## src/rtl/pito_ram_loader_pkg.sv

```systemverilog
// Shared types and command constants for the pito RAM bootloader.
// Carries the loader FSM state and target encodings alongside the RV32 memory-port types.
package pito_ram_loader_pkg;

   typedef logic [31:0] rv32_data_t;
   typedef logic [10:0] rv32_imem_addr_t;
   typedef logic [10:0] rv32_dmem_addr_t;
   typedef logic [3:0]  imem_be_t;
   typedef logic [3:0]  dmem_be_t;

   localparam logic [7:0] LOADER_CMD_IMEM = 8'hA0;
   localparam logic [7:0] LOADER_CMD_DMEM = 8'hA1;

   typedef enum logic [2:0] {
      StIdle,
      StAddr0,
      StAddr1,
      StLen0,
      StLen1,
      StData,
      StWrite
   } loader_state_e;

   typedef enum logic {
      TgtImem,
      TgtDmem
   } loader_target_e;

   function automatic logic is_load_cmd(input logic [7:0] b);
      return (b == LOADER_CMD_IMEM) || (b == LOADER_CMD_DMEM);
   endfunction

endpackage

```

## src/rtl/pito_loader_word_asm.sv

```systemverilog
// Little-endian byte-to-word assembler: byte i of each group of four lands in bits [8i+7:8i].
// word_valid flags the byte that completes the current word.
module pito_loader_word_asm
   import pito_ram_loader_pkg::*;
(
   input  logic       clk,
   input  logic       rst_n,
   input  logic       clr,
   input  logic       byte_valid,
   input  logic [7:0] byte_data,
   output rv32_data_t word,
   output logic       word_valid
);

   logic [1:0] idx_q;
   rv32_data_t word_q, word_d;

   always_comb begin
      word_d = word_q;
      word_d[{idx_q, 3'b000} +: 8] = byte_data;
   end

   always_ff @(posedge clk) begin
      if (!rst_n || clr) begin
         idx_q  <= 2'd0;
         word_q <= '0;
      end else if (byte_valid) begin
         idx_q  <= idx_q + 2'd1;
         word_q <= word_d;
      end
   end

   assign word       = word_q;
   assign word_valid = byte_valid && (idx_q == 2'd3);

endmodule

```

## src/rtl/pito_ram_loader.sv

```systemverilog
// Framed UART bootloader driving the imem/dmem programming ports; holds cores during a frame.
// Optional inter-byte timeout abort is built when PITO_LOADER_TIMEOUT_EN is defined.
module pito_ram_loader
   import pito_ram_loader_pkg::*;
#(
   parameter int unsigned IMEM_AW        = 11,
   parameter int unsigned DMEM_AW        = 11,
   parameter int unsigned TIMEOUT_CYCLES = 100000
) (
   input  logic               clk,
   input  logic               rst_n,
   input  logic [7:0]         rx_data,
   input  logic               rx_valid,
   output logic               rx_ready,
   output rv32_data_t         imem_wdata,
   output logic [IMEM_AW-1:0] imem_addr,
   output logic               imem_req,
   output logic               imem_we,
   output imem_be_t           imem_be,
   input  logic               imem_gnt,
   output rv32_data_t         dmem_wdata,
   output logic [DMEM_AW-1:0] dmem_addr,
   output logic               dmem_req,
   output logic               dmem_we,
   output dmem_be_t           dmem_be,
   input  logic               dmem_gnt,
   output logic               core_hold,
   output logic               done,
   output logic               err
);

   loader_state_e  state_q, state_d;
   loader_target_e target_q, target_d;
   logic [15:0]    addr_q, addr_d;
   logic [15:0]    len_q, len_d;
   logic           done_q, done_d;
   logic           err_q, err_d;

   logic               accept;
   logic               asm_valid;
   logic               word_valid;
   logic               abort;
   logic               gnt;
   logic               in_write;
   rv32_data_t         word;
   logic [IMEM_AW-1:0] imem_next;
   logic [DMEM_AW-1:0] dmem_next;

   assign rx_ready  = rst_n && (state_q != StWrite);
   assign accept    = rx_valid && rx_ready;
   assign asm_valid = accept && (state_q == StData);
   assign gnt       = (target_q == TgtImem) ? imem_gnt : dmem_gnt;
   assign imem_next = addr_q[IMEM_AW-1:0] + IMEM_AW'(1);
   assign dmem_next = addr_q[DMEM_AW-1:0] + DMEM_AW'(1);

   // Bits above the selected address width are carried but never reach a port.
   logic unused_addr;
   assign unused_addr = ^addr_q;

   pito_loader_word_asm u_word_asm (
      .clk        (clk),
      .rst_n      (rst_n),
      .clr        (abort),
      .byte_valid (asm_valid),
      .byte_data  (rx_data),
      .word       (word),
      .word_valid (word_valid)
   );

`ifdef PITO_LOADER_TIMEOUT_EN
   localparam int unsigned GapW = $clog2(TIMEOUT_CYCLES + 1);

   logic [GapW-1:0] gap_q, gap_d;

   // Gap counter is frozen while waiting on a grant: the stall is the memory's, not the host's.
   always_comb begin
      gap_d = gap_q;
      abort = 1'b0;
      if ((state_q == StIdle) || accept) begin
         gap_d = '0;
      end else if (state_q != StWrite) begin
         gap_d = gap_q + GapW'(1);
         if (gap_d == GapW'(TIMEOUT_CYCLES)) begin
            abort = 1'b1;
            gap_d = '0;
         end
      end
   end

   always_ff @(posedge clk) begin
      if (!rst_n) begin
         gap_q <= '0;
      end else begin
         gap_q <= gap_d;
      end
   end
`else
   assign abort = 1'b0;

   logic unused_timeout;
   assign unused_timeout = ^TIMEOUT_CYCLES;
`endif

   always_comb begin
      state_d  = state_q;
      target_d = target_q;
      addr_d   = addr_q;
      len_d    = len_q;
      done_d   = 1'b0;
      err_d    = 1'b0;
      unique case (state_q)
         StIdle: begin
            if (accept) begin
               if (is_load_cmd(rx_data)) begin
                  target_d = (rx_data == LOADER_CMD_IMEM) ? TgtImem : TgtDmem;
                  state_d  = StAddr0;
               end else begin
                  err_d = 1'b1;
               end
            end
         end
         StAddr0: begin
            if (accept) begin
               addr_d  = {8'h00, rx_data};
               state_d = StAddr1;
            end
         end
         StAddr1: begin
            if (accept) begin
               addr_d[15:8] = rx_data;
               state_d      = StLen0;
            end
         end
         StLen0: begin
            if (accept) begin
               len_d   = {8'h00, rx_data};
               state_d = StLen1;
            end
         end
         StLen1: begin
            if (accept) begin
               len_d[15:8] = rx_data;
               if ({rx_data, len_q[7:0]} == 16'h0000) begin
                  state_d = StIdle;
                  done_d  = 1'b1;
               end else begin
                  state_d = StData;
               end
            end
         end
         StData: begin
            if (word_valid) begin
               state_d = StWrite;
            end
         end
         StWrite: begin
            if (gnt) begin
               addr_d = (target_q == TgtImem) ? 16'(imem_next) : 16'(dmem_next);
               len_d  = len_q - 16'd1;
               if (len_q == 16'd1) begin
                  state_d = StIdle;
                  done_d  = 1'b1;
               end else begin
                  state_d = StData;
               end
            end
         end
         default: state_d = StIdle;
      endcase
      if (abort) begin
         state_d = StIdle;
         err_d   = 1'b1;
         done_d  = 1'b0;
      end
   end

   always_ff @(posedge clk) begin
      if (!rst_n) begin
         state_q  <= StIdle;
         target_q <= TgtImem;
         addr_q   <= '0;
         len_q    <= '0;
         done_q   <= 1'b0;
         err_q    <= 1'b0;
      end else begin
         state_q  <= state_d;
         target_q <= target_d;
         addr_q   <= addr_d;
         len_q    <= len_d;
         done_q   <= done_d;
         err_q    <= err_d;
      end
   end

   assign in_write = (state_q == StWrite);

   always_comb begin
      imem_req   = in_write && (target_q == TgtImem);
      imem_we    = imem_req;
      imem_be    = {4{imem_req}};
      imem_addr  = imem_req ? addr_q[IMEM_AW-1:0] : '0;
      imem_wdata = imem_req ? word : '0;
      dmem_req   = in_write && (target_q == TgtDmem);
      dmem_we    = dmem_req;
      dmem_be    = {4{dmem_req}};
      dmem_addr  = dmem_req ? addr_q[DMEM_AW-1:0] : '0;
      dmem_wdata = dmem_req ? word : '0;
   end

   assign core_hold = (state_q != StIdle);
   assign done      = done_q;
   assign err       = err_q;

endmodule

```

## config.mk

```make
export PLATFORM = sky130hd
export DESIGN_NAME = pito_ram_loader
export DESIGN_NICKNAME = d
export VERILOG_FILES = /design/src/rtl/pito_ram_loader_pkg.sv /design/src/rtl/pito_loader_word_asm.sv /design/src/rtl/pito_ram_loader.sv
export SDC_FILE = /design/constraint.sdc
export NUM_CORES = 1
export LEC_CHECK = 0
export ABC_AREA = 0
export CORE_MARGIN = 2
export CORE_UTILIZATION = 53
export CTS_CLUSTER_SIZE = 25
export DETAILED_ROUTE_END_ITERATION = 12
export GPL_ROUTABILITY_DRIVEN = 0
export PLACE_DENSITY = 0.86
export RECOVER_POWER = 50
export SLEW_MARGIN = 0
export SYNTH_ARGS = -nofsm -noshare
export SYNTH_HDL_FRONTEND = slang
export SYNTH_HIERARCHICAL = 1
export SYNTH_SLANG_ARGS = --single-unit
```

## constraint.sdc

```tcl
create_clock -name clk -period 6.7 [get_ports clk]
set_input_delay 1.34 -clock clk [delete_from_list [all_inputs] [get_ports clk]]
set_output_delay 1.34 -clock clk [all_outputs]
set_load 0.05 [all_outputs]
```

==> results.py, run 1 <==
metrics = {
    "run_status": {
        "status": "completed",
    },
    "sta": {
        "finalSetupViolCount": 0,
        "rsz0062_at_grt": "false",
        "tightest_slew_ns": 1.23,
        "min_period_ns": 5.52,
        "slew_violations": 0,
        "max_freq_mhz": 181,
        "clock_skew_ns": 0.00973,
        "final.setup.tns_ns": 0,
        "slew-limit-headroom_pct": 16.6,
        "finalCritPeriodShare_pct": 82.4,
        "hold_viol": 0,
    },
    "final_layout": {
        "stdcell_count": 731,
        "design_area_mm2": 0.00548,
        "synthToLayoutAreaGrowth_pct": 29.7,
        "utilization_pct": 70.9,
        "fin_nets": 646,
        "fillerInstances": 603,
        "n_antenna_cell": 0,
        "drive_gt1_share_pct": 6.68,
    },
    "logic_synthesis": {
        "synth.cell_area_mm2": 0.00422,
        "synth.avg_cell_area_um2": 7.68,
        "synthArstFlopShare_pct": 0,
        "netlist_instances": 550,
        "synth_seq_cells": 67,
        "ys_top_cells_by_area": "dfxtp_1, and2_1, and3_1",
        "yosysWarnings": 6,
        "ys.flop_type": "dfxtp_1",
        "seq_area_frac_synth_pct": 31.8,
        "synth-edff-count": 0,
        "yosys.area.top_type": "dfxtp_1",
        "ys_types": 65,
        "synthDominantCellAreaShare_pct": 31.8,
    },
    "clock_tree": {
        "cts.clk_slew.worst_paths_ns": 0.07,
        "worstSkewPairLatency_ns": 0.35,
        "cts_sinks": 67,
        "cts_tree": "built",
        "root_buffer": "clkbuf_8",
        "clock_path_buffers": 2,
        "holdBufCountCts": 0,
        "htree_levels": 3,
        "postCtsResizedCells": 0,
        "cts_buffers": 9,
        "cts_setup_buffers": 0,
    },
    "routing": {
        "drt-vias-per-instance": 6.18,
        "drt-initial-drc-count": 453,
        "drtPass1Iterations": 7,
        "routedWlPerCell_um": 17.1,
        "routed_wl_um": 12500,
        "via_count": 4515,
        "ant_nets": 0,
        "route.detailed.drc": 0,
    },
    "setup_path": {
        "path_class": "primary input to output pin",
        "end_kind": "output pin",
        "cp-start-kind": "primary input",
        "reg2reg_to": "u_word_asm/word[21]",
        "crit_arrival_ns": 4.18,
        "crit_fanout": 22,
        "r2r_slack_ns": 3.43,
        "r2r_cells": 5,
        "required_ns": 5.36,
        "r2r_start": "u_word_asm/idx_q[0]",
    },
    "hold_path": {
        "holdCritStartpoint": "u_word_asm/word[8]",
        "min_path_type": "flip-flop to flip-flop",
        "whs_endpoint": "u_word_asm/word[8]",
        "hold_path_depth": 2,
    },
    "floorplanning": {
        "initial_core_util_pct": 54.7,
        "die_h_um": 93.3,
        "die_area_mm2": 0.00870,
        "rows": 32,
        "dieWidth_um": 93.3,
        "core_mm2": 0.00773,
        "ios": 115,
    },
    "placed_design": {
        "dpl_cell_area_mm2": 0.00526,
        "dp_hpwl_um": 8310,
        "io_buffers": 114,
        "place_inst": 716,
    },
    "global_route": {
        "antenna_found_initial": 0,
        "first_global_vias": 4133,
        "grt_use_total_pct": 28.5,
        "grt_max_degree": 68,
        "grt_pass1_wl_um": 19900,
        "grt-ovfl-total": 0,
    },
    "power_and_ir_drop": {
        "ir_drop_mv": 0.117,
        "total_leakage_power_nw": 2.13,
        "power_density_mw_per_mm2": 155,
    },
    "run": {
        "maxCapViolations": 0,
    },
}
-- metal layers --
| layer | vias up | track usage [%] | share of wire [%] |
|---|---|---|---|
| li1 | 2141 | - | - |
| met1 | 2089 | 36.2 | 41 |
| met2 | 258 | 47.9 | 48 |
| met3 | 27 | 4.03 | 9.0 |
| met4 | 0 | 12.9 | 2.6 |
| met5 | - | 0 | 0 |
-- Yosys cell counts, types with 4 or more instances --
library cell,instances
a21o_1,4
a21oi_1,55
a31oi_1,11
a32o_2,8
and2_1,47
and3_1,47
buf_4,10
clkbuf_1,36
dfxtp_1,67
ha_1,8
inv_1,7
mux2i_1,4
nand2_1,56
nand3_1,9
nand3b_1,5
nand4_1,24
nor2_1,30
nor2b_1,7
nor3_1,6
nor4_1,6
o211ai_1,5
o21ai_0,24
o22ai_1,5
or3_1,6
or4_4,4
-- state kept, by name, summed over array words and instances (netlist names) --
register          flops
u_word_asm/idx_q      2
state_q               3
done                  1
addr_q               11
err                   1
target_q              1
len_q                16
u_word_asm/word      32
-- critical path: stages --
cell and delay, ns:
dlygate4sd3_1 0.52, clkbuf_1 0.64, inv_1 0.63, nor2_1 0.22
clkdlybuf4s50_1 0.83
-- worst max-delay path by stage --
stage	start	endpoint	slack, ns
floorplan	rst_n	rx_ready	2.85
global placement	rst_n	rx_ready	1.95
detailed placement	rst_n	rx_ready	1.94
CTS	rst_n	rx_ready	1.93
global route	rst_n	rx_ready	1.16
finish	rst_n	rx_ready	1.18
-- kinds of logic after synthesis --
family / after synthesis / share of synthesized area [%]
AOI/OAI and AO/OA: 141 / 21.6
other: 1 / 0.0888
and+or+nand+nor: 262 / 35.2
DFF: 67 / 31.8
adders and majority gates: 9 / 2.61
buffers and inverters: 63 / 7.11
xor gates and xnor gates: 2 / 0.415
muxes: 5 / 1.21
-- power breakdown --
part            total, W  internal (W)  switching, W
logic          0.0000428     0.0000132     0.0000296
clock network   0.000405      0.000246      0.000159
registers       0.000399      0.000398   0.000000397
-- layout by cell type (no fill, tap or decap), types with 7 or more instances in the layout --
master | netlist | routed
a21oi_1 | 55 | 55
a31oi_1 | 11 | 11
a32o_2 | 8 | 8
and2_1 | 47 | 46
and3_1 | 47 | 48
clkbuf_8 | 0 | 9
clkdlybuf4s50_1 | 0 | 95
dfxtp_1 | 67 | 66
dlygate4sd3_1 | 0 | 19
ha_1 | 8 | 8
inv_1 | 7 | 7
nand2_1 | 56 | 56
nand3_1 | 9 | 9
nand4_1 | 24 | 24
nor2_1 | 30 | 29
nor2b_1 | 7 | 7
o21ai_0 | 24 | 24
-- area by class of cell --
type | instances | area, um2 | share of cell area, %
clock inverter | 6 | 115 | 2.10
clock buffer | 9 | 124 | 2.26
inverter | 8 | 30.0 | 0.548
tap | 102 | 128 | 2.33
sequential | 67 | 1340 | 24.5
multi-input combinational | 421 | 2570 | 46.9
timing repair buffer | 118 | 1170 | 21.3
-- metrics by stage --
step	power, W	setup WS [ns]	hold WS (ns)
after floorplan	0.000428	2.85	0.436
after global placement	0.000449	1.95	0.452
after detailed placement	0.000449	1.94	0.460
after CTS	0.000848	1.93	0.471
after global routing	0.000867	1.16	0.486
final	0.000847	1.18	0.468
Power figures use the tool's default switching activity.
==> run 2, diff against run 1 <==
--- a/config.mk
+++ b/config.mk
@@ -7,11 +7,11 @@
 export LEC_CHECK = 0
 export ABC_AREA = 0
 export CORE_MARGIN = 2
-export CORE_UTILIZATION = 53
+export CORE_UTILIZATION = 44
 export CTS_CLUSTER_SIZE = 25
 export DETAILED_ROUTE_END_ITERATION = 12
 export GPL_ROUTABILITY_DRIVEN = 0
-export PLACE_DENSITY = 0.86
+export PLACE_DENSITY = 0.76
 export RECOVER_POWER = 50
 export SLEW_MARGIN = 0
 export SYNTH_ARGS = -nofsm -noshare
==> constraint.sdc (replaced) <==
create_clock -name clk -period 4.6 [get_ports clk]
set_input_delay 0.92 -clock clk [delete_from_list [all_inputs] [get_ports clk]]
set_output_delay 0.92 -clock clk [all_outputs]
set_load 0.05 [all_outputs]
==> run 2 against run 1 <==
  * Flip-flop and latch count is the same
  * Critical path depth increased by 2
  * First-iteration DRC count down 20%
  * Worst setup slack got worse by 0.65 ns
  * Non-clock buffer count grew 6
  * Core utilization is 13 points lower
  * Count of clock-buffer cells in the layout stayed put
  * Critical path type is now primary input to flip-flop
  * Total power grew 36%
  * Largest cell class unchanged
==> results.py, run 2 (synthesized netlist as in run 1, its figures left out) <==
metrics = {
    "run_status": {
        "status": "completed",
    },
    "routing": {
        "ant_nets": 0,
        "routedWlPerCell_um": 16.3,
        "drt-initial-drc-count": 362,
        "via_count": 4444,
        "drtPass1Iterations": 5,
        "routed_wl_um": 12500,
        "route.detailed.drc": 0,
        "drt-vias-per-instance": 5.81,
    },
    "clock_tree": {
        "cts_buffers": 9,
        "holdBufCountCts": 0,
        "cts_sinks": 67,
        "htree_levels": 3,
        "cts_tree": "built",
        "root_buffer": "clkbuf_8",
        "postCtsResizedCells": 0,
        "worstSkewPairLatency_ns": 0.34,
        "cts.clk_slew.worst_paths_ns": 0.08,
        "clock_path_buffers": 2,
        "cts_setup_buffers": 0,
    },
    "final_layout": {
        "design_area_mm2": 0.00535,
        "mostFrequentLayoutCells": "clkdlybuf4s50_1, dfxtp_1, nand2_1",
        "fin_nets": 652,
        "largest_reg_flops": 32,
        "final_common_cell": "clkdlybuf4s50_1",
        "synthToLayoutAreaGrowth_pct": 26.6,
        "n_antenna_cell": 0,
        "drive_gt1_share_pct": 10.4,
    },
    "sta": {
        "tightest_slew_ns": 1.08,
        "slew_violations": 0,
        "fin_ws_ns": 0.530,
        "slew-limit-headroom_pct": 27.5,
        "whs_ns": 0.468,
        "hold_viol": 0,
        "max_freq_mhz": 246,
        "clock_skew_ns": 0.00482,
        "rsz0062_at_grt": "false",
        "finalCritPeriodShare_pct": 88.5,
        "final.setup.tns_ns": 0,
        "finalSetupViolCount": 0,
        "min_period_ns": 4.07,
    },
    "placed_design": {
        "dp_hpwl_um": 8490,
        "post-place-ws_ns": 1.12,
        "dpl_cell_area_mm2": 0.00524,
        "io_buffers": 114,
    },
    "hold_path": {
        "whs_endpoint": "u_word_asm/word[1]",
        "hold_path_depth": 2,
        "min_path_type": "flip-flop to flip-flop",
        "holdCritStartpoint": "u_word_asm/word[1]",
    },
    "global_route": {
        "antenna_found_initial": 0,
        "grt_pass1_wl_um": 19700,
        "grt_max_degree": 50,
        "grt-ovfl-total": 0,
        "first_global_vias": 3978,
        "grt_use_total_pct": 23.6,
    },
    "setup_path": {
        "required_ns": 4.89,
        "path_class": "primary input to flip-flop",
        "r2r_start": "state_q[1]",
        "crit_fanout": 18,
        "r2r_cells": 6,
        "crit_arrival_ns": 4.36,
        "r2r_slack_ns": 1.60,
        "cp-start-kind": "primary input",
        "end_kind": "flip-flop",
        "reg2reg_to": "addr_q[8]",
    },
    "power_and_ir_drop": {
        "power_density_mw_per_mm2": 215,
        "total_leakage_power_nw": 2.06,
        "power_w": 0.00115,
        "ir_drop_mv": 0.162,
    },
    "floorplanning": {
        "die_area_mm2": 0.0104,
        "initial_core_util_pct": 45.5,
        "dieWidth_um": 102,
        "ios": 115,
        "core_mm2": 0.00928,
        "rows": 35,
        "die_h_um": 102,
    },
    "run": {
        "maxCapViolations": 0,
    },
}
[run 2: cell count changes in the layout (fill, tap and decap cells not counted), sizes merged]
| cell | previous run | this run |
|---|---|---|
| buf | 3 | 25 |
| bufinv | 3 | 1 |
| clkbuf | 10 | 32 |
| clkdlybuf4s50 | 95 | 71 |
| clkinvlp | 1 | 2 |
| dlygate4sd3 | 19 | 5 |
| inv | 7 | 9 |
[run 2: worst max-delay path by stage]
stage | startpoint | to | slack [ns]
4_1_cts | state_q[1] | dmem_req | 0.82
3_5_place_dp | rst_n | state_q[0] | 1.12
5_1_grt | rst_n | u_word_asm/word[17] | 0.33
2_1_floorplan | state_q[2] | dmem_be[0] | 1.47
6_report | rst_n | u_word_asm/word[20] | 0.53
3_3_place_gp | rst_n | rx_ready | 1.20
[run 2: power by group]
| group | switching, W | internal (W) |
|---|---|---|
| Sequential | 0.000000578 | 0.000580 |
| Clock | 0.000253 | 0.000254 |
| Combinational | 0.0000432 | 0.0000203 |
| Total | 0.000297 | 0.000854 |
[run 2: metrics by stage]
| step | std cells | utilization [%] |
|---|---|---|
| 2_1_floorplan | 551 | - |
| 5_1_grt | 765 | 57.6 |
| 4_1_cts | 765 | 58.6 |
| 3_5_place_dp | 749 | 56.5 |
| 6_report | 765 | 57.6 |
| 3_3_place_gp | 749 | 56.5 |
[run 2: worst max-delay path, cell delays in order]
cell           delay, ns
dlygate4sd3_1       0.58
clkbuf_1            0.67
nand2_1             0.36
nor2_1              0.52
nor4bb_2            0.75
and3_4              0.36
a32o_2              0.18
[run 2: routing by layer]
metal / vias up / GRT usage [%] / wire [um]
li1: 2158 / - / -
met2: 183 / 39.1 / 5870
met4: 0 / 6.87 / 215
met3: 22 / 3.76 / 807
met5: - / 0 / 0
met1: 2081 / 31.7 / 5600
[run 2: final cells by class]
cell class | instances | area (um2)
Clock buffer | 9 | 124
Clock inverter | 7 | 76.3
Fill cell | 888 | 3940
Inverter | 8 | 30.0
Multi-Input combinational cell | 421 | 2580
Sequential cell | 67 | 1340
Tap cell | 129 | 161
Timing Repair Buffer | 124 | 1030
